[src/rtl/rr_grant_burst_ctrl.sv]
// rr_grant_burst_ctrl: takes the one-hot grant from the round-robin arbiter,
// runs a valid/ready burst for the granted client while stalling the arbiter,
// flags malformed (multi-hot) grants, and watches every client for starvation.
module rr_grant_burst_ctrl #(
  parameter int CLIENTS  = 32,
  parameter int IDX_W    = $clog2(CLIENTS),
  parameter int BEAT_W   = 4,
  parameter int MAX_WAIT = 31
) (
  input  logic                      clock,
  input  logic                      reset,
  input  logic [CLIENTS-1:0]        request,
  input  logic [CLIENTS-1:0]        grant,
  input  logic [CLIENTS*BEAT_W-1:0] burst_len,
  output logic                      stall,
  output logic                      owner_valid,
  output logic [IDX_W-1:0]          owner_idx,
  output logic                      beat_valid,
  output logic                      beat_last,
  input  logic                      beat_ready,
  output logic                      grant_err,
  output logic [CLIENTS-1:0]        starve_err
);

  localparam int CNT_W = $clog2(MAX_WAIT + 1);

  typedef enum logic {
    IDLE  = 1'b0,
    BURST = 1'b1
  } state_t;

  state_t                state_q, state_d;
  logic [IDX_W-1:0]      owner_idx_q, owner_idx_d;
  logic [BEAT_W:0]       beats_left_q, beats_left_d;
  logic                  grant_err_q, grant_err_d;
  logic [CLIENTS-1:0]    starve_err_q, starve_err_d;
  logic [CNT_W-1:0]      wait_q [CLIENTS];
  logic [CNT_W-1:0]      wait_d [CLIENTS];

  logic                  grant_any;
  logic                  grant_multi;
  logic [IDX_W-1:0]      grant_idx;
  logic [BEAT_W-1:0]     grant_len;

  // Outputs are pure decodes of the state and the remaining-beat count.
  assign stall       = (state_q == BURST);
  assign owner_valid = (state_q == BURST);
  assign beat_valid  = (state_q == BURST);
  assign beat_last   = (state_q == BURST) && (beats_left_q == (BEAT_W+1)'(1));
  assign owner_idx   = owner_idx_q;
  assign grant_err   = grant_err_q;
  assign starve_err  = starve_err_q;

  // Classify the grant vector and encode the granted client with its burst length.
  always_comb begin
    grant_any   = |grant;
    grant_multi = (grant & (grant - CLIENTS'(1))) != '0;
    grant_idx   = '0;
    grant_len   = '0;
    for (int i = 0; i < CLIENTS; i++) begin
      if (grant[i]) begin
        grant_idx = IDX_W'(i);
        grant_len = burst_len[i*BEAT_W +: BEAT_W];
      end
    end
  end

  // Next-state logic: ownership capture in IDLE, beat countdown in BURST, sticky grant error.
  always_comb begin
    state_d      = state_q;
    owner_idx_d  = owner_idx_q;
    beats_left_d = beats_left_q;
    grant_err_d  = grant_err_q | (grant_any && grant_multi);
    case (state_q)
      IDLE: begin
        if (grant_any && !grant_multi) begin
          state_d      = BURST;
          owner_idx_d  = grant_idx;
          // A zero length still moves one beat.
          beats_left_d = (grant_len == '0) ? (BEAT_W+1)'(1) : {1'b0, grant_len};
        end
      end
      BURST: begin
        if (beat_ready) begin
          beats_left_d = beats_left_q - (BEAT_W+1)'(1);
          if (beats_left_q == (BEAT_W+1)'(1)) begin
            state_d = IDLE;
          end
        end
      end
      default: state_d = IDLE;
    endcase
  end

  // Per-client starvation watchdog: saturating wait counters and sticky error flags.
  always_comb begin
    starve_err_d = starve_err_q;
    for (int i = 0; i < CLIENTS; i++) begin
      wait_d[i] = '0;
      if (request[i] && !grant[i]) begin
        if (wait_q[i] == CNT_W'(MAX_WAIT)) begin
          wait_d[i]       = wait_q[i];
          starve_err_d[i] = 1'b1;
        end else begin
          wait_d[i] = wait_q[i] + CNT_W'(1);
        end
      end
    end
  end

  // State registers; reset abandons any burst in flight and clears all error state.
  always_ff @(posedge clock) begin
    if (reset) begin
      state_q      <= IDLE;
      owner_idx_q  <= '0;
      beats_left_q <= '0;
      grant_err_q  <= 1'b0;
      starve_err_q <= '0;
      for (int i = 0; i < CLIENTS; i++) begin
        wait_q[i] <= '0;
      end
    end else begin
      state_q      <= state_d;
      owner_idx_q  <= owner_idx_d;
      beats_left_q <= beats_left_d;
      grant_err_q  <= grant_err_d;
      starve_err_q <= starve_err_d;
      for (int i = 0; i < CLIENTS; i++) begin
        wait_q[i] <= wait_d[i];
      end
    end
  end

endmodule

[config.mk]
export PLATFORM = sky130hd
export DESIGN_NAME = rr_grant_burst_ctrl
export DESIGN_NICKNAME = d
export VERILOG_FILES = /design/src/rtl/rr_grant_burst_ctrl.sv
export SDC_FILE = /design/constraint.sdc
export NUM_CORES = 1
export LEC_CHECK = 0
export BUFFER_PORTS_ARGS = -buffer_cell sky130_fd_sc_hd__buf_2
export CORE_MARGIN = 4
export CORE_UTILIZATION = 40
export CTS_BUF_LIST = sky130_fd_sc_hd__clkbuf_8 sky130_fd_sc_hd__clkbuf_16
export DETAILED_ROUTE_END_ITERATION = 7
export PLACE_DENSITY = 0.63
export SKIP_LAST_GASP = 1
export SLEW_MARGIN = 25
export SYNTH_ARGS = -nofsm -noshare
export SYNTH_HDL_FRONTEND = slang
export SYNTH_SLANG_ARGS = --single-unit
[constraint.sdc]
create_clock -name clock -period 2.66 [get_ports clock]
set_input_delay 0.133 -clock clock [delete_from_list [all_inputs] [get_ports clock]]
set_output_delay 0.133 -clock clock [all_outputs]
set_load 0.01 [all_outputs]
==> metrics.cfg <==
[global_route]
grt_usage=0.206
grt_pass1_vias=9491
grt-ovfl-total=0
antenna_found_initial=16
grt_max_degree=35
grt_first_pass_wirelength_um=48500

[synthesis]
ys_warn_count=0
synth-seq-cells=204
ys.flop_type=dfxtp_1
synth_edf_count=0
async_reset_ff_frac=0
syn_inst=1219
netlist_area_um2=10700
ys_seq_area_frac=0.381
syn-num-nets=1480
synth_area_per_cell_um2=8.80
synthDistinctLibCells=66

[routing]
antenna_left=0
wirelength_um=31800
vias=9937
drcViolationCount=0
routedWlPerCell_um=16.9
via_per_inst=5.28
first_iter_violations=544
drt_first_pass_iters=5

[place]
io_buffers=236
dp_hpwl_um=24700
placed_area_um2=12600
post-place-ws_ps=8.02
gp_congestion=0.925

[cts]
cts.clk_slew.worst_paths_ps=60
cts_hold_buf=25
cts_buffer_depth=3
cts_htree_levels=1
clockRootBuffer=clkbuf_16
cts-resized-gates=0
clock_sinks=204
cts_tree=done
postCtsSetupBuffers=0
cts_buffers=23
clk_latency_ps=500

[pwr]
p_leak_nw=6.05
peakVddDrop_v=0.000388
p_per_area_nw_per_um2=522

[setup_path]
crit_end=owner_idx[2]
critPathLaunchType=input pin
required_ps=3030
critPathMaxFanout=12
rr_worst_depth=7
rr_endpoint=beats_left_q[0]
worstSetupPathType=in -> reg
critPathCaptureType=flip-flop
crit_arrival_ps=2520
cp-startpoint=grant[6]
r2r-start=beat_valid
r2r_slack_ps=1000

[sta]
timing.final.crit_share=0.808
finalSetupViolCount=0
hold_violations=0
rsz0062_at_grt=false
relSlewSlack=0.555
max_freq_mhz=465
worst-slew-pin-transition_ps=659
whs_ps=24.2
finalCriticalPeriod_ps=2150
fin_tns_setup_ps=0
setup_ws_ps=510
drv_slew=0
clock_skew_ps=7.89

[finish]
final_cell_area_um2=13700
n_fill_cell=2493
finish.utilization=0.524
drive_gt1_frac=0.236
nNetsFinal=1787
syn_to_final_growth_pct=28.0

[die]
start_util=0.409
die_area_um2=29500
dieWidth_um=172
rows=59
core_area_um2=26200
io_pins=237
dieHeight_um=172

[min_path]
hold_path_class=in -> reg
whs_path_depth=3

[status]
run_status=finished, final reports clean

[flow_run]
cap_violations=0

through the flow:
stage          cells  total power, mW
2_1_floorplan   1219             3.47
3_3_place_gp    1811             3.83
3_5_place_dp    1811             3.83
4_1_cts         1876             7.27
5_1_grt         1883             7.45
6_report        1883             7.16
cell usage after synthesis, drive strengths merged, types with 7 or more instances:
cell     count  area share
a2111oi      7      0.0057
a211oi      11      0.0077
a21oi       36       0.017
a22oi       11      0.0077
a31oi        7      0.0041
a32o         8      0.0075
and3        35       0.020
buf         10      0.0069
clkbuf      39       0.014
dfxtp      204        0.38
ha          66       0.077
inv         49       0.017
mux2i       66       0.062
nand2       66       0.024
nand3       15      0.0075
nand4       30       0.017
nand4b      10      0.0082
nor2       212       0.074
nor2b       46       0.027
nor3        19      0.0089
nor3b        8      0.0056
nor4        12       0.012
nor4b        8      0.0079
o21ai       32       0.015
o22ai       11      0.0064
o2bb2ai     24       0.020
o31ai        7      0.0049
or2          7      0.0041
xnor2       33       0.027
xor2        64       0.052
cell type report:
cell class	instances	area [µm²]	share of cell area
Inverter	49	184	0.0134
Antenna cell	7	17.5	0.00128
Clock inverter	12	170	0.0124
Timing Repair Buffer	331	1970	0.143
Clock buffer	28	644	0.0469
Sequential cell	204	4080	0.298
Tap cell	335	419	0.0305
Multi-Input combinational cell	917	6240	0.454
state kept, by name (all words and copies together), names as in the netlist:
name and cells:
beats_left_q 5, owner_idx 5, grant_err 1, starve_err 32, beat_valid 1, wait_q 160
worst max-delay path: stages:
cell	delay [ps]
buf_2	110
nor4_1	350
buf_4	200
nand2_2	110
or3_1	380
o41ai_2	280
nor4b_4	280
nand3_2	260
buf_4	230
mux2i_1	140
nor2_1	50
cell usage in the layout, fill, tap and decap left out, types with 5 or more instances in the layout:
cell,n
a221oi_1,6
o31ai_1,7
nand4b_1,10
nand2_1,64
nor4b_1,7
nand4_1,30
nor4_1,7
and3_1,35
a211oi_1,11
o21ai_0,32
clkbuf_8,5
inv_1,50
dfxtp_1,204
a32o_1,8
mux2i_1,66
clkbuf_16,23
nand3_1,14
dlygate4sd3_1,25
a22oi_1,11
ha_1,66
o2bb2ai_1,24
nor3_1,19
diode_2,7
nand2b_1,6
a2111oi_0,7
xnor2_1,33
a31oi_1,7
a21oi_1,36
xor2_1,64
nor3b_1,8
buf_4,69
buf_2,236
o22ai_1,11
nor2_1,212
or2_2,7
nor2b_1,46
routing by layer:
layer	GRT usage	routed length, µm
met1	0.264	13800
met2	0.336	14400
met3	0.0485	2250
met4	0.0779	1220
met5	0	108
worst min path at each step:
stage	startpoint	to	slack [ps]
floorplan	beat_ready	beat_valid	230
global placement	request[0]	starve_err[0]	390
detailed placement	request[0]	starve_err[0]	400
CTS	request[23]	wait_q[1][37]	8
global route	request[30]	wait_q[1][72]	40
finish	request[16]	wait_q[1][0]	20
report_power, final:
part | leakage (nW) | switching (mW) | internal, mW
combinational | 4.00 | 0.382 | 0.310
clock | 0.403 | 1.26 | 2.10
sequential | 1.65 | 0.0243 | 3.08
total | 6.05 | 1.66 | 5.50
logic make-up (layout without fill, tap and decap cells):
family,after synthesis,after routing,share of synthesized area
other cells,0,7,0
compound gates,197,197,0.131
simple gates,488,488,0.230
fa+ha+maj,69,69,0.0798
buf+inv,98,420,0.0377
mux,66,66,0.0616
flops,204,204,0.381
xor+xnor,97,97,0.0792
(Power assumes the default switching activity.)
